File: src/rtl/bin_to_bcd_stream.sv
// rtl/bin_to_bcd_stream.sv - handshaked shift-and-add-3 binary to packed BCD converter
// Optional two's complement input with sign output when BIN2BCD_SIGNED_EN is defined.
module bin_to_bcd_stream #(
    parameter int WIDTH  = 8,
    parameter int DIGITS = 3
) (
    input  logic                  clock,
    input  logic                  reset_n,
    input  logic                  in_valid,
    output logic                  in_ready,
    input  logic [WIDTH-1:0]      in_data,
    output logic                  out_valid,
    input  logic                  out_ready,
    output logic [4*DIGITS-1:0]   out_bcd,
    output logic                  out_overflow
`ifdef BIN2BCD_SIGNED_EN
    ,
    output logic                  out_sign
`endif
);

    localparam int CW = $clog2(WIDTH + 1);
    localparam logic [CW-1:0] LAST = CW'(WIDTH);

    typedef enum logic [1:0] {IDLE, SHIFT, DONE} state_t;

    state_t               state;
    logic [WIDTH-1:0]     bin;
    logic [4*DIGITS-1:0]  bcd;
    logic                 ovf;
    logic [CW-1:0]        cnt;
    logic [WIDTH-1:0]     mag;
    logic [4*DIGITS-1:0]  adj;
    logic [4*DIGITS-1:0]  bcd_next;
    logic [WIDTH-1:0]     bin_next;
    logic                 carry;
`ifdef BIN2BCD_SIGNED_EN
    logic                 sign_q;
`endif

    assign in_ready = (state == IDLE);

`ifdef BIN2BCD_SIGNED_EN
    // Negating the most negative value wraps to itself, which reads correctly as unsigned.
    assign mag = in_data[WIDTH-1] ? ((~in_data) + WIDTH'(1)) : in_data;
`else
    assign mag = in_data;
`endif

    always_comb begin
        adj = bcd;
        for (int k = 0; k < DIGITS; k++) begin
            if (bcd[4*k +: 4] > 4'd4) begin
                adj[4*k +: 4] = bcd[4*k +: 4] + 4'd3;
            end
        end
    end

    assign carry    = adj[4*DIGITS-1];
    assign bcd_next = {adj[4*DIGITS-2:0], bin[WIDTH-1]};
    assign bin_next = {bin[WIDTH-2:0], 1'b0};

    always_ff @(posedge clock or negedge reset_n) begin
        if (!reset_n) begin
            state        <= IDLE;
            bin          <= '0;
            bcd          <= '0;
            ovf          <= 1'b0;
            cnt          <= '0;
            out_valid    <= 1'b0;
            out_bcd      <= '0;
            out_overflow <= 1'b0;
`ifdef BIN2BCD_SIGNED_EN
            sign_q       <= 1'b0;
            out_sign     <= 1'b0;
`endif
        end else begin
            case (state)
                IDLE: begin
                    if (in_valid) begin
                        bin   <= mag;
                        bcd   <= '0;
                        ovf   <= 1'b0;
                        cnt   <= '0;
                        state <= SHIFT;
`ifdef BIN2BCD_SIGNED_EN
                        sign_q <= in_data[WIDTH-1];
`endif
                    end
                end
                SHIFT: begin
                    // After the last shift step, one cycle publishes the result.
                    if (cnt == LAST) begin
                        out_bcd      <= bcd;
                        out_overflow <= ovf;
                        out_valid    <= 1'b1;
                        state        <= DONE;
`ifdef BIN2BCD_SIGNED_EN
                        out_sign     <= sign_q;
`endif
                    end else begin
                        bcd <= bcd_next;
                        bin <= bin_next;
                        ovf <= ovf | carry;
                        cnt <= cnt + CW'(1);
                    end
                end
                DONE: begin
                    if (out_ready) begin
                        out_valid <= 1'b0;
                        state     <= IDLE;
                    end
                end
                default: state <= IDLE;
            endcase
        end
    end

endmodule
File: config.mk
export PLATFORM = sky130hd
export DESIGN_NAME = bin_to_bcd_stream
export DESIGN_NICKNAME = d
export VERILOG_FILES = /design/src/rtl/bin_to_bcd_stream.sv
export SDC_FILE = /design/constraint.sdc
export NUM_CORES = 1
export LEC_CHECK = 0
export BUFFER_PORTS_ARGS = -buffer_cell sky130_fd_sc_hd__buf_2
export CAP_MARGIN = 0
export CELL_PAD_IN_SITES_DETAIL_PLACEMENT = 1
export CELL_PAD_IN_SITES_GLOBAL_PLACEMENT = 1
export CORE_MARGIN = 4
export CORE_UTILIZATION = 41
export DETAILED_ROUTE_END_ITERATION = 12
export HOLD_SLACK_MARGIN = 0.06
export PLACE_DENSITY_LB_ADDON = 0.12
export SETUP_SLACK_MARGIN = 0.4
export SYNTH_ARGS = -nofsm -noshare
export SYNTH_HDL_FRONTEND = slang
export SYNTH_SLANG_ARGS = --single-unit
File: constraint.sdc
create_clock -name clock -period 1.7 [get_ports clock]
set_input_delay 0.34 -clock clock [delete_from_list [all_inputs] [get_ports clock]]
set_output_delay 0.34 -clock clock [all_outputs]
set_load 0.02 [all_outputs]
Word level (Yosys, flattened, before mapping)
Cells that the tools add are included.

cells by class
  div/mod/pow operators = 0
  reductions and logical operators = 7
  multiply operators = 0
  muxes and demuxes = 22
  equality and inequality tests = 7
  shift-type cells = 0
  add/sub/neg operators = 4
  bitwise logic cells = 1
  order comparisons = 3

operators by type and width
  kind                   number
  $mux W12               2
  $pmux W12 S2           1
  $mux W4                5
  $mux W8                2
  $pmux W8 S2            1
  $add A4 B2 Y4 const B  3
  $gt A4 B3 Y1 const B   3
  $reduce_and A3 Y1      3
  $ne A2 B2 Y1 const B   4
  $pmux W4 S2            1
  $mux W2                3
  $pmux W2 S3            1
  $add A4 B1 Y4 const B  1
  $eq A4 B4 Y1 const B   1
  $mux W1                4
  $pmux W1 S2            2
  $reduce_bool A2 Y1     2
  $eq A2 B1 Y1 const B   1
  $eq A2 B2 Y1 const B   1
  $logic_not A2 Y1       1
  $reduce_and A2 Y1      1
  $or A1 B1 Y1           1

storage, ports and cells
  bits in registers = 41
  memories kept = 0
  logic and storage cells = 52
  latch bits = 0
  output and inout port bits = 15
  RAM bits = 0
  memory bits (read-only) = 0

Logic depth before layout (Yosys ltp)
Gate-level depths: netlist of run 1.

  depth after elaboration = 5
  mapped depth = 8
  mapped depth without buffers = 6

Worst setup path after synthesis of run 1
No wires, ideal clock.

  path type = reg2reg
  start point = register cnt[0]
  end point = register bin[6]
  setup time = 0.125 ns
  arrival time = 1.638 ns
  required time = 1.575 ns
  cell stages (with the launch flop) = 9
  setup slack = -0.063 ns
  cells stage by stage = dfrtp_1 > inv_1 > ha_1 > and4b_1 > buf_6 > or2_1 > buf_6 > inv_2 > mux2_4

on the way
  longest elaborated chain between the ends = 3

RTL lines
  element                             line  text
  start: declaration                  31    logic [CW-1:0] cnt;
  start signal: assignment            105   cnt <= cnt + CW'(1);
  $eq A4 B4 Y1                        93    if (cnt == LAST) begin
  $ne A2 B2 Y1 (no source line)       -
  $reduce_and A3 Y1 (no source line)  -
  end signal: assignment              81    bin <= mag;
  end signal: assignment              103   bin <= bin_next;
  end: declaration                    28    logic [WIDTH-1:0] bin;

Every way passes these cells.
A chain may end at the register's enable or synchronous reset.

Final worst setup path of run 1
  start point = register cnt[0]
  end point = register bcd[10]

on the way
  longest elaborated chain between the ends = 3

RTL lines
  element                             line  text
  $eq A4 B4 Y1                        93
  $ne A2 B2 Y1 (no source line)       -
  $reduce_and A3 Y1 (no source line)  -
  end signal: assignment              102   bcd <= bcd_next;
  end: declaration                    29    logic [4*DIGITS-1:0] bcd;

Every way passes these cells.

==> metrics, run 1 <==
status=completed; Leak Pwr=roughly 1.3 nW; period utilisation layout=roughly 95%; CTS Sinks=41; Cell Area, Synth=roughly 0.0020 mm2; crit-path cells=inv_2 > ha_4 > and4b_2 > buf_6 > nor3_4 > buf_4 > a32o_1; Clock Root Buffer=clkbuf_8; Internal Power=3.70 mW; Worst Path Arrival=1.86 ns; Layout Nets=roughly 250; Synth async-reset ratio=100%; Slowest-stage cell, CP=dfrtp_1; Core ar.=~0.0047 mm2; Num CTS Buffers=5; DP HPWL=~3700 um; PwrDens=approximately 2100 mW/mm2; post-route worst setup slack=around 0.080 ns; Finished Layout Cells=slightly below 300; most common cell in the netlist=dfrtp_1; gpl congestion=slightly below 0.8; worst relative slew slack=a little under two thirds; Fmax=~0.62 GHz; Synth Register Bits=41; drt drc=0; initial antenna violation count=0; die span in y=just under 80 um; Antenna Nets Post-Route=0; largest area contributor in the netlist=dfrtp_1; Pre-antenna DRT Iters=4; largest net degree at the start of global routing=42; routed len/inst=19.7 um; Seq/Total Area, Yosys=about half; Worst EP required=about 1.9 ns; endpoint class of the critical path=register; final wirelength=approximately 5900 um; Antenna Cells=0; largest cells by area after synthesis=dfrtp_1 52%, mux2_2 7.9%, o21ai_0 5.3%; Slew Limit Fails=0; synth cell count leaders=41 x dfrtp_1, 21 x o21ai_0, 14 x mux2_2; ys flop type=dfrtp_1; post-synthesis average cell area=between 10 and 15 um2; global-route usage over all layers=around 20%; num rows=25; synth warn=0; post-synth cell types=41; # Max-Cap Violations=0; Slew @ Worst Pin=~0.54 ns; Psw=around 2.4 mW; worst skew pair latency=around 0.30 ns; WS Path Type=reg2reg; H-tree level count=2; DP Worst Slack=-0.0148 ns; Die Area=a little over 0.006 mm2; layout cells sized above 1=roughly 52%; clock buffer depth=2; clock power share=~16%; first-pass GRT wire length=between 9000 and 10,000 um; Max Clock Skew=0.0118 ns; Power Total=a little over 6 mW; syn nets=190; number of global-route vias before repair=between 1,500 and 2,000; Starting Density=42.1%; TritonCTS clock tree=built; share of the synthesized area in the top cell type=approximately half; number of top-level pins=27; detailed router's first-iteration violation count=a little under 50; cts hold-fix bufs=0; startpoint types=register; min Tclk post-route=approximately 1.6 ns; Layout area overhead=43.2%; RSZ-0062 raised after global routing=true; vias per inst=approximately 5.4; number of synthesized flops with an enable pin=0; Max Fanout on Critical Path=3; combinational share of power=approximately 55%; die width=around 80 um; Sw Ratio=roughly 39%; Via Count=about 1,600; Setup-failing EPs final=0; final hold violation count=0; IO Port Bufs=26; Post-Syn Instances=around 170; grt total ovfl=0; # placed instances=approximately 280; CP Buf/Inv Count=3; share of power burned in registers=~29%; CP top delay family=simple AND/OR/NAND/NOR gates; Worst-path clk slew=~0.090 ns; worst stage delay on the critical path=between 0.3 and 0.4 ns; Max IR drop VDD=between 800 and 900 uV; Worst Hold Class=in2async
-- area by class of cell --
class,count,area [um2]
fillers,499,1870
clock buffers,5,68.8
multi-input cells,112,1120
flip-flops and latches,41,1030
inverters,11,46.3
repair buffers,59,442
well taps,67,83.8
clock inverters,3,65.1
-- per-stage QoR --
stage               hold WS (ns)  util (%)  setup TNS, ns  cell area, um2
finish                    0.0976      60.3              0            2850
global route               0.142      60.3              0            2850
CTS                        0.117      57.7              0            2730
detailed placement         0.443      50.0        -0.0148            2360
global placement           0.431      50.0              0            2360
floorplan                 0.0444         -              0            2060
-- final timing paths --
kind                           start        end  slack [ns]  cells past startpoint
setup / recovery              cnt[0]    bcd[10]        0.08                      7
hold / removal               reset_n     bin[6]         0.1                      2
setup reg to reg              cnt[0]    bcd[10]        0.08                      7
hold reg to reg            out_valid  out_valid        0.48                      1
max in group asynchronous    reset_n   state[0]        1.20                      2
min in group clock         out_ready   state[1]        0.22                      2
-- sequential cells by signal, summed over array words and instances (netlist names) --
signal,count
state,2
ovf,1
cnt,4
bin,8
out_valid,1
out_overflow,1
out_bcd,12
bcd,12
-- placed cells by master (no fill, tap or decap), types with 5 or more instances in the layout --
cell type and n:
buf_2 25, o21ai_2 5, o21ai_0 8, buf_6 9, clkbuf_8 5, o21ai_1 8
mux2i_1 9, mux2_4 14, dfrtp_1 39, inv_1 8, buf_4 22
-- metal layers --
metal / vias to the layer above / GRT usage (%) / share of wire, %
met2: 32 / 35.9 / 54
met1: 812 / 22.6 / 41
met3: 14 / 4.87 / 3.4
met5: - / 0 / 0
met4: 0 / 6.76 / 1.8
li1: 742 / - / -
-- worst register-to-register path: stages, from the launching register on --
cell,delay [ns]
dfrtp_1,0.38
inv_2,0.07
ha_4,0.15
and4b_2,0.24
buf_6,0.13
nor3_4,0.25
buf_4,0.17
a32o_1,0.16
-- power groups by stage --
stage	clock, mW	combinational (mW)	sequential [mW]
2_1_floorplan	0	1.59	1.84
3_3_place_gp	0	2.42	1.73
3_5_place_dp	0	2.53	1.76
4_1_cts	0.956	3.05	1.75
5_1_grt	1.02	3.62	1.84
6_report	0.954	3.38	1.77
-- cell families (layout without fill, tap and decap cells) --
| logic type | count (synthesis) | after routing | synth area share, % |
|---|---|---|---|
| AOI/OAI and AO/OA | 43 | 43 | 14.6 |
| adders and majority gates | 5 | 5 | 3.14 |
| buffers and inverters | 20 | 78 | 5.53 |
| DFF | 41 | 41 | 51.5 |
| muxes | 24 | 24 | 13.2 |
| and+or+nand+nor | 40 | 40 | 11.9 |
-- timing repair --
| item | CTS | global route |
|---|---|---|
| endpoints found under the setup margin | 41 | 41 |
| pin swaps | 12 | 9 |
| buffers inserted | 10 | 3 |
| hold endpoints to repair | 0 | 0 |
| resized for setup | 37 | 27 |
Power figures use the tool's default switching activity.
==> inputs of run 2 (changes only) <==
- CORE_UTILIZATION: 41 -> 37
==> run 2 against run 1 <==
Effect of this change:
- fmax shrank 1.9%
- count of clock-buffer cells in the layout increased by 2
- critical path type unchanged
- die area increased by 9.7%
- clock skew is 0.0038 ns lower
- worst setup slack got worse by 0.031 ns
- core utilization decreased by 6.7 points
- final cell count unchanged
- highest routed layer unchanged
- first-iteration DRC count decreased by 14%
==> metrics, run 2 (synthesis gave the netlist of run 1 again) <==
Core ar.=between 0.005 and 0.006 mm2; Worst Hold Class=in2reg; largest net degree at the start of global routing=between 40 and 50; CTS Sinks=just over 40; Worst-path clk slew=around 0.08 ns; vias per inst=~5.4; startpoint types=register; PwrDens=2030 mW/mm2; Antenna Nets Post-Route=0; Clock Root Buffer=clkbuf_8; most common cell after layout, fill and taps aside=dfrtp_1; crit-path cells=inv_2 > ha_4 > and4b_2 > or2_4 > buf_6 > a22o_4; number of top-level pins=27; grt total ovfl=0; Fmax=roughly 0.6 GHz; Leak Pwr=around 1.3 nW; reg2reg setup slack=between 0.04 and 0.05 ns; Layout Nets=around 250; Pre-antenna DRT Iters=4; Crit Reg-Reg Endpoint=bin[0]; DP Worst Slack=-0.0229 ns; Slew Limit Fails=0; Num CTS Buffers=5; first-pass GRT wire length=a little over 9000 um; die width=81.4 um; Worst Path Arrival=about 1.8 ns; Max Clock Skew=0.00802 ns; met3 WL=~230 um; gpl congestion=0.802; final wirelength=approximately 5600 um; Metal-1 WL=2380 um; H-tree level count=2; num rows=26; Max Fanout on Critical Path=5; # Max-Cap Violations=0; Layout area overhead=39.3%; TritonCTS clock tree=built; Min Hold Slack=between 0.2 and 0.3 ns; global-route usage over all layers=a little under a fifth; WS Path Type=reg2reg; RSZ-0062 raised after global routing=true; Antenna Cells=0; Starting Density=38.5%; IO Port Bufs=26; Die Area=0.00662 mm2; Max Used Layer=met4; post-route worst setup slack=~0.048 ns; Worst EP required=about 1.9 ns; worst skew pair latency=roughly 0.29 ns; Hold Crit Start=out_ready; worst relative slew slack=approximately 62%; detailed router's first-iteration violation count=42; initial antenna violation count=0; Max IR drop VDD=between 800 and 900 uV; Setup-failing EPs final=0; drt drc=0; Fillers=roughly 550; R2R Path Start=cnt[0]; DP HPWL=~3600 um; Worst R2R Path Depth=6; most frequent cells in the layout=39 x dfrtp_1, 25 x buf_2, 23 x buf_4; WHS Path Cells=2; Final Util=between 50% and 60%; worst stage delay on the critical path=approximately 0.4 ns; WHS Endpoint=state[1]; status=completed; Slowest-stage cell, CP=dfrtp_1; die span in y=around 80 um; min Tclk post-route=1.65 ns; largest registers=bcd (12), out_bcd (12), bin (8); final hold violation count=0; routed len/inst=between 15 and 20 um; clock buffer depth=2; Via Count=around 1,600; met2 WL=2900 um; number of global-route vias before repair=roughly 1,800; layout cells sized above 1=between 50% and 60%; Slew @ Worst Pin=around 0.56 ns; endpoint class of the critical path=register; period utilisation layout=97.2%
-- run 2: routing by layer --
metal	global-route usage, %	vias up
met5	0	-
met4	5.07	0
met3	4.10	8
met2	31.9	36
met1	22.3	817
li1	-	739
-- run 2: timing repair --
item	CTS	global route
buffers inserted	10	3
pin swaps	15	4
setup endpoints to repair	42	42
endpoints found under the hold margin	41	0
hold buffers	1	0
gates resized for setup	43	16
-- run 2: critical path: cells and delay by family, from the launching register on --
| kind | cells | cell delay [ns] |
|---|---|---|
| AND/OR/NAND/NOR | 2 | 0.53 |
| flip-flops | 1 | 0.40 |
| AO/OA/AOI/OAI | 1 | 0.23 |
| buffers and inverters | 2 | 0.22 |
| adder cells (fa/ha/maj) | 1 | 0.16 |
-- run 2: power breakdown --
part,internal [mW],total (mW),switching [mW]
combinational,1.64,3.20,1.56
sequential,1.41,1.78,0.377
clock,0.323,0.655,0.333
-- run 2: through the flow --
step                      power (mW)  instance area (um2)  cells  setup TNS (ns)
after floorplan                 3.43                 2060    173               0
after global placement          4.11                 2360    277               0
after detailed placement        4.22                 2360    277         -0.0247
after CTS                       5.45                 2700    295               0
after global routing            6.05                 2770    298               0
final                           5.64                 2770    298               0
-- run 2: area by class of cell --
cell class / instances / area, um2 / area share (%)
Inverter: 11 / 46.3 / 1.67
Clock buffer: 7 / 86.3 / 3.11
Multi-Input combinational cell: 112 / 1100 / 39.7
Sequential cell: 41 / 1030 / 37.1
Tap cell: 70 / 87.6 / 3.16
Timing Repair Buffer: 57 / 423 / 15.3
-- run 2: worst max path at each step --
stage / from / to
after CTS: cnt[1] / bin[0]
after global routing: cnt[0] / cnt[1]
after detailed placement: cnt[0] / bin[0]
final: cnt[0] / bin[0]
after global placement: cnt[0] / bin[0]
after floorplan: cnt[0] / bin[6]
